### src/rtl/fetch_pkg.sv
// Shared types and constants for the instruction-fetch front end.
package fetch_pkg;

   localparam int XLEN = 32;

   localparam logic [XLEN-1:0] RESET_PC = 32'h0;

   typedef struct packed {
      logic [XLEN-1:0] pc;
      logic [XLEN-1:0] inst;
   } fetch_entry_t;

endpackage

### src/rtl/ifetch_queue_if.sv
// PC-stage, instruction-memory and decode signals of the fetch queue.
interface ifetch_queue_if;
   import fetch_pkg::*;

   logic [XLEN-1:0] pc_in;
   logic            pc_valid;
   logic            pc_ready;
   logic            flush;
   logic            imem_req;
   logic [XLEN-1:0] imem_addr;
   logic            imem_gnt;
   logic            imem_rvalid;
   logic [XLEN-1:0] imem_rdata;
   logic            inst_valid;
   logic [XLEN-1:0] inst_data;
   logic [XLEN-1:0] inst_pc;
   logic            inst_ready;

   // master: the fetch queue itself (it masters the memory request bus)
   modport master (
      input  pc_in, pc_valid, flush, imem_gnt, imem_rvalid, imem_rdata, inst_ready,
      output pc_ready, imem_req, imem_addr, inst_valid, inst_data, inst_pc
   );

   // slave: PC stage, instruction memory and decode around the queue
   modport slave (
      output pc_in, pc_valid, flush, imem_gnt, imem_rvalid, imem_rdata, inst_ready,
      input  pc_ready, imem_req, imem_addr, inst_valid, inst_data, inst_pc
   );

endinterface

### src/rtl/fetch_fifo.sv
// Synchronous FIFO with clear; head word is visible combinationally.
module fetch_fifo #(
   parameter int WIDTH = 32,
   parameter int DEPTH = 4,
   localparam int AW = $clog2(DEPTH),
   localparam int CW = $clog2(DEPTH + 1)
) (
   input  logic             clk,
   input  logic             rst,
   input  logic             push_i,
   input  logic             pop_i,
   input  logic             clear_i,
   input  logic [WIDTH-1:0] wdata_i,
   output logic [WIDTH-1:0] rdata_o,
   output logic             full_o,
   output logic             empty_o,
   output logic [CW-1:0]    count_o
);

   logic [WIDTH-1:0] mem_q [DEPTH];
   logic [AW-1:0]    wptr_q, rptr_q;
   logic [CW-1:0]    count_q;
   logic             do_push, do_pop;

   assign empty_o = (count_q == '0);
   assign full_o  = (count_q == CW'(DEPTH));
   assign count_o = count_q;
   assign rdata_o = mem_q[rptr_q];

   assign do_pop  = pop_i & ~empty_o;
   assign do_push = push_i & (~full_o | do_pop);

   always_ff @(posedge clk) begin
      if (rst || clear_i) begin
         wptr_q  <= '0;
         rptr_q  <= '0;
         count_q <= '0;
      end else begin
         if (do_push) wptr_q <= wptr_q + 1'b1;
         if (do_pop)  rptr_q <= rptr_q + 1'b1;
         count_q <= count_q + CW'(do_push) - CW'(do_pop);
      end
   end

   always_ff @(posedge clk) begin
      if (do_push && !clear_i) mem_q[wptr_q] <= wdata_i;
   end

endmodule

### src/rtl/ifetch_queue.sv
// Fetch front end: in-order imem requests under a credit limit, tag/instruction
// buffering, and flush handling that drops responses still in flight.
module ifetch_queue
   import fetch_pkg::*;
#(
   parameter int DEPTH = 4
) (
   input  logic           clk,
   input  logic           rst,
   ifetch_queue_if.master fe_if
);

   localparam int CW = $clog2(DEPTH + 1);

   logic [CW-1:0] outstanding_q, outstanding_d;
   logic [CW-1:0] drop_q, drop_d;
   logic [CW-1:0] tag_count, inst_count;
   logic [CW:0]   in_use;
   logic          tag_full, tag_empty, inst_full, inst_empty;
   logic          credit_ok, grant, rsp, discard;
   logic [XLEN-1:0] tag_head;
   fetch_entry_t  inst_wr, inst_rd;
   logic          unused_fifo;

   assign in_use    = {1'b0, outstanding_q} + {1'b0, inst_count};
   assign credit_ok = (in_use < (CW + 1)'(DEPTH));

   assign fe_if.imem_req  = fe_if.pc_valid & credit_ok & ~fe_if.flush;
   assign fe_if.imem_addr = fe_if.pc_in;
   assign grant           = fe_if.imem_req & fe_if.imem_gnt;
   assign fe_if.pc_ready  = grant;

   // a response with nothing outstanding is a stray and must not touch state
   assign rsp     = fe_if.imem_rvalid & (outstanding_q != '0);
   assign discard = rsp & (fe_if.flush | (drop_q != '0));

   assign inst_wr = '{pc: tag_head, inst: fe_if.imem_rdata};

   assign fe_if.inst_valid = ~inst_empty;
   assign fe_if.inst_data  = inst_empty ? '0 : inst_rd.inst;
   assign fe_if.inst_pc    = inst_empty ? '0 : inst_rd.pc;

   assign unused_fifo = ^{tag_count, tag_empty, tag_full, inst_full};

   fetch_fifo #(.WIDTH(XLEN), .DEPTH(DEPTH)) u_tag_fifo (
      .clk     (clk),
      .rst     (rst),
      .push_i  (grant),
      .pop_i   (rsp),
      .clear_i (1'b0),
      .wdata_i (fe_if.pc_in),
      .rdata_o (tag_head),
      .full_o  (tag_full),
      .empty_o (tag_empty),
      .count_o (tag_count)
   );

   fetch_fifo #(.WIDTH($bits(fetch_entry_t)), .DEPTH(DEPTH)) u_inst_fifo (
      .clk     (clk),
      .rst     (rst),
      .push_i  (rsp & ~discard),
      .pop_i   (fe_if.inst_valid & fe_if.inst_ready),
      .clear_i (fe_if.flush),
      .wdata_i (inst_wr),
      .rdata_o (inst_rd),
      .full_o  (inst_full),
      .empty_o (inst_empty),
      .count_o (inst_count)
   );

   always_comb begin
      outstanding_d = outstanding_q;
      if (grant && !rsp)
         outstanding_d = outstanding_q + CW'(1);
      else if (!grant && rsp)
         outstanding_d = outstanding_q - CW'(1);

      // on flush, everything still in flight after this cycle's response is dropped
      drop_d = drop_q;
      if (fe_if.flush)
         drop_d = outstanding_q - CW'(rsp);
      else if (rsp && drop_q != '0)
         drop_d = drop_q - CW'(1);
   end

   always_ff @(posedge clk) begin
      if (rst) begin
         outstanding_q <= '0;
         drop_q        <= '0;
      end else begin
         outstanding_q <= outstanding_d;
         drop_q        <= drop_d;
      end
   end

endmodule

### src/flat_wrapper.sv
// flat-port wrapper written by rule: the top's interface ports become plain ports
module ifetch_queue_flat import fetch_pkg::*;
#(
   parameter int DEPTH = 4
)
  (clk, rst, fe_if_pc_in, fe_if_pc_valid, fe_if_flush, fe_if_imem_gnt, fe_if_imem_rvalid, fe_if_imem_rdata, fe_if_inst_ready, fe_if_pc_ready, fe_if_imem_req, fe_if_imem_addr, fe_if_inst_valid, fe_if_inst_data, fe_if_inst_pc);
  ifetch_queue_if fe_if_i ();
  input  logic clk;
  input  logic rst;
  input wire logic [$bits(fe_if_i.pc_in)-1:0] fe_if_pc_in;
  input wire logic [$bits(fe_if_i.pc_valid)-1:0] fe_if_pc_valid;
  input wire logic [$bits(fe_if_i.flush)-1:0] fe_if_flush;
  input wire logic [$bits(fe_if_i.imem_gnt)-1:0] fe_if_imem_gnt;
  input wire logic [$bits(fe_if_i.imem_rvalid)-1:0] fe_if_imem_rvalid;
  input wire logic [$bits(fe_if_i.imem_rdata)-1:0] fe_if_imem_rdata;
  input wire logic [$bits(fe_if_i.inst_ready)-1:0] fe_if_inst_ready;
  output wire logic [$bits(fe_if_i.pc_ready)-1:0] fe_if_pc_ready;
  output wire logic [$bits(fe_if_i.imem_req)-1:0] fe_if_imem_req;
  output wire logic [$bits(fe_if_i.imem_addr)-1:0] fe_if_imem_addr;
  output wire logic [$bits(fe_if_i.inst_valid)-1:0] fe_if_inst_valid;
  output wire logic [$bits(fe_if_i.inst_data)-1:0] fe_if_inst_data;
  output wire logic [$bits(fe_if_i.inst_pc)-1:0] fe_if_inst_pc;
  assign fe_if_i.pc_in = fe_if_pc_in;
  assign fe_if_i.pc_valid = fe_if_pc_valid;
  assign fe_if_i.flush = fe_if_flush;
  assign fe_if_i.imem_gnt = fe_if_imem_gnt;
  assign fe_if_i.imem_rvalid = fe_if_imem_rvalid;
  assign fe_if_i.imem_rdata = fe_if_imem_rdata;
  assign fe_if_i.inst_ready = fe_if_inst_ready;
  assign fe_if_pc_ready = fe_if_i.pc_ready;
  assign fe_if_imem_req = fe_if_i.imem_req;
  assign fe_if_imem_addr = fe_if_i.imem_addr;
  assign fe_if_inst_valid = fe_if_i.inst_valid;
  assign fe_if_inst_data = fe_if_i.inst_data;
  assign fe_if_inst_pc = fe_if_i.inst_pc;
  ifetch_queue #(.DEPTH(DEPTH)) u_core (.clk(clk), .rst(rst), .fe_if(fe_if_i));
endmodule
### config.mk
export PLATFORM = sky130hd
export DESIGN_NAME = ifetch_queue_flat
export DESIGN_NICKNAME = d
export VERILOG_FILES = /design/src/rtl/fetch_pkg.sv /design/src/rtl/ifetch_queue_if.sv /design/src/rtl/fetch_fifo.sv /design/src/rtl/ifetch_queue.sv /design/src/flat_wrapper.sv
export SDC_FILE = /design/constraint.sdc
export NUM_CORES = 1
export LEC_CHECK = 0
export ABC_AREA = 1
export BUFFER_PORTS_ARGS = -buffer_cell sky130_fd_sc_hd__clkbuf_2
export CAP_MARGIN = 10
export CORE_UTILIZATION = 49
export DETAILED_ROUTE_END_ITERATION = 10
export PLACE_DENSITY = 0.78
export SLEW_MARGIN = 20
export SYNTH_ARGS = -nofsm -noshare
export SYNTH_HDL_FRONTEND = slang
export SYNTH_SLANG_ARGS = --single-unit
### constraint.sdc
create_clock -name clk -period 4.2 [get_ports clk]
set_input_delay 0.84 -clock clk [delete_from_list [all_inputs] [get_ports clk]]
set_output_delay 0.84 -clock clk [all_outputs]
set_load 0.02 [all_outputs]
==> run summary <==
The path class of the tightest hold or removal check is flop to flop. For the final core utilization, the log shows 57.0%. Root cell of the clock tree: clkbuf_16. The area enclosed by the die boundary is 34000 sq um. The number of antenna violations at the first check in global routing was 0; the maximum fanout encountered on the critical timing path was 44. Setup repair after global routing left no endpoint under its margin.

The count of cell types in the netlist is 26, and the maximum frequency from static timing analysis is 300 MHz. The slowest stage of the critical path is the inv_2 cell. The worst hold path begins at u_core.u_inst_fifo.rptr_q[1]. For this run, design rule violations remaining after detail routing come to 0. Counting along the longest clock path gives a buffer depth of 3. After synthesis the cells add up to 16300 sq um. The final total power was 0.00954 W. Together, buffers and inverters on the worst path number 3.

Global routing used 19.3% of the available tracks across all layers. Buffers inserted during clock tree synthesis total 41. The total core area was 32600 sq um. After synthesis, the mean cell area works out to 12.6 sq um. Synthesis-to-finish area growth: 14.1%.

TritonCTS built the clock tree. The startpoint of the most critical register-to-register path is u_core.drop_q[0]. For the I/O pin total, the log shows 170. The capturing point of the worst reg2reg path is u_core.u_inst_fifo.count_o[2]. Sort of element at the start of the critical path: a flop. For the worst setup path, the data arrival time is 2490 ps. The count of input and output buffers was 169.

After clock tree synthesis, the clock-pin slew on the worst setup and hold paths is 60 ps. The max-slew violation total from the final report was 0. In the routed layout, each cell is associated on average with a via count of 5.30. The worst setup path is of the flop to primary output kind. Across all layers, the routed design uses 10000 vias. Data on the critical path is required at its endpoint by 3360 ps. The peak ir drop on the vdd network was 0.305 mV; the final-layout worst hold slack was 464 ps. The run gives 0 as the count of endpoints failing hold in the final timing report. STA classifies the critical path endpoint as a primary output. For this design, the CTS-stage hold fixing added 0 buffers.

Traced cell by cell, the critical path runs through nor2_1, nand2_1, inv_2, buf_4, a21oi_1, clkbuf_2. The clock arrives with 16.3 ps of skew. The Yosys warning count was 0; the count of TritonRoute iterations in the first routing pass was 5. Of the synthesized area, sequential elements account for 73.7%.

The detail route stage leaves a number of antenna-violating nets equal to 0. Headroom to the max-slew limit came out at 31.5%. Once the clock tree was built, the setup fixing pass inserted 0 buffers. Row generation in the floorplan step produced 66 rows. Residual overflow from global routing: 0.

Footprint of the multi-input gates: 3520 sq um. The run gives 32.7 mm as the final wirelength. The worst hold path stage count works out to 2. Routability-driven placement finished with a final weighted congestion of 0.816. Clock latency on the worst-skew pair, taken at its later pin, is 530 ps.

In this run the register-to-register setup slack is 1450 ps. The logs give 18.1 mm for the HPWL after detailed placement and 1514 for the number of nets in the finished design. Setup violations remaining at the end of the flow were counted as 0. Power spread over the standard cell area amounts to 513 nW/um^2. Entering global routing, the biggest net connects 71 pins. Counting flops and latches in the post-synthesis netlist gives 408. The count of fill cells added during filler insertion is 2527, and the worst slack at placement is 1150 ps. Summing all flip-flop and latch instances after layout gives 12000 sq um. The run finished with clean final reports. The logs give 867 ps for the worst-case setup margin in the final layout and 1291 for the cell count after synthesis.

The end of the worst hold path was u_core.u_inst_fifo.rptr_q[1]. The family of cells with the greatest summed delay on the critical path is buffers and inverters. Across the run, the number of max-cap violations was 0. The leakage component of the power is 6.65 nW.

The run gives 50.0% as the initial cell density of the core. In the synthesized netlist the dominant register cell turns out to be edfxtp_1. The post-route fraction of the period consumed by the critical path came out at 79.4%.

0 antenna diodes ended up in the layout. In this run the vertical extent of the chip is 184 um. The average wire per cell in the routed design came out at 17.3 um. The fraction of layout cells with a size suffix above 1 works out to 18.2%.

The run gives 2 as the H-tree depth. Counting tap cells, the placed design contains a total of 1820 instances. The number of DRC markers in iteration 0 was 788; the total clock sinks was 408.

The first global-routing pass estimated 50.5 mm of wire. Once the clock tree was built, the resizer swapped 0 gates to a different size. The synthesized design contains 384 enable-type register cells. In this design, the stage delay of the slowest critical-path cell is 730 ps. For the final standard cell count with taps included and fillers excluded, the log shows 1891. The die is 184 um wide. The number of nets handed over by synthesis was 1384.

For the pin with the worst max-slew slack, the measured transition is 1030 ps. The proportion of register bits with asynchronous set or reset after synthesis works out to 0%. Subtracting the final worst setup slack from the clock period gives 3330 ps. Number of cells on the worst reg-to-reg path: 14. The via count of the first global-routing pass is 9817.
==> cell usage in the layout (no fill, tap or decap), drive strengths merged <==
| master | count |
|---|---|
| clkbuf | 225 |
| nor2 | 355 |
| o22ai | 32 |
| bufinv | 2 |
| xor2 | 5 |
| a21oi | 75 |
| clkinvlp | 2 |
| ha | 19 |
| dfxtp | 24 |
| or2 | 1 |
| inv | 52 |
| nand2 | 28 |
| buf | 17 |
| edfxtp | 384 |
| o21ai | 199 |
| clkinv | 12 |
| fa | 3 |
| nand3 | 10 |
| nor3 | 4 |
==> per-layer routing <==
metal | vias to the layer above | global-route usage, % | share of wire (%)
li1 | 4789 | - | -
met1 | 4823 | 24.4 | 42
met2 | 353 | 33.3 | 49
met3 | 61 | 3.42 | 7.0
met4 | 0 | 7.13 | 2.4
met5 | - | 0 | 0
==> flip-flops by register name, summed over array words and instances (netlist names), named ones only <==
name / cells
u_core.u_tag_fifo.mem_q: 128
u_core.outstanding_q: 3
u_core.u_inst_fifo.rptr_q: 2
u_core.u_inst_fifo.count_o: 3
u_core.u_tag_fifo.wptr_q: 2
u_core.u_tag_fifo.count_o: 3
u_core.u_inst_fifo.wptr_q: 2
u_core.drop_q: 3
u_core.u_inst_fifo.mem_q: 256
u_core.u_tag_fifo.rptr_q: 2
==> final cells by class <==
class,instances,share of cell area [%]
clock buffer,56,6.10
sequential,408,64.6
tap,442,2.97
clock inverter,15,0.733
multi-input combinational,731,18.9
inverter,53,1.08
timing repair buffer,186,5.57
==> synthesized netlist by cell type (13+ instances only) <==
cell | n | area share, %
nor2_1 | 354 | 8.2
a21oi_1 | 75 | 2.3
o22ai_1 | 32 | 1.2
ha_1 | 19 | 1.5
buf_6 | 13 | 0.90
buf_2 | 19 | 0.58
inv_1 | 49 | 1.1
edfxtp_1 | 384 | 71
clkbuf_1 | 26 | 0.60
o21ai_0 | 193 | 5.9
nand2_1 | 27 | 0.62
buf_4 | 35 | 1.6
dfxtp_1 | 24 | 2.9
==> power breakdown <==
part	leakage [nW]	switching, W	internal, W
clock	0.617	0.00141	0.00201
combinational	2.38	0.000933	0.000369
sequential	3.66	0.0000762	0.00474
==> worst max-delay path by stage <==
stage                                          end  cells past startpoint  slack [ps]                     startpoint
detailed placement   u_core.u_inst_fifo.count_o[2]                     12        1150                    fe_if_flush
finish                          fe_if_inst_data[6]                      6         870  u_core.u_inst_fifo.count_o[1]
global route                    fe_if_inst_data[6]                      6         690  u_core.u_inst_fifo.count_o[1]
global placement     u_core.u_inst_fifo.count_o[2]                     12        1170                    fe_if_flush
CTS                             fe_if_inst_data[6]                      6         830  u_core.u_inst_fifo.count_o[1]
floorplan           u_core.u_inst_fifo.mem_q[0][0]                      5        -210                    fe_if_flush
==> worst reg2reg max path: stages, from the launching register on <==
cell and delay [ps]:
dfxtp_1 330, inv_1 100, ha_1 170, nand2_1 90
nor2_1 100, nand2_1 60, nor2_1 150, inv_1 230
ha_1 350, inv_1 40, ha_1 200, fa_1 400
xor2_1 190, o21ai_0 180, a21oi_1 60
==> metrics by stage <==
| step | area, sq um | setup TNS (ps) |
|---|---|---|
| after floorplan | 16300 | -54160 |
| after global placement | 17300 | 0 |
| after detailed placement | 17300 | 0 |
| after CTS | 18600 | 0 |
| after global routing | 18600 | 0 |
| final | 18600 | 0 |
==> cell families after synthesis <==
logic type | synth area share (%)
xor gates and xnor gates | 0.269
AOI/OAI and AO/OA | 9.64
and+or+nand+nor | 9.49
adders and majority gates | 1.83
DFF | 73.7
buffers and inverters | 5.05
No activity file was read; power rests on OpenSTA's default activity.
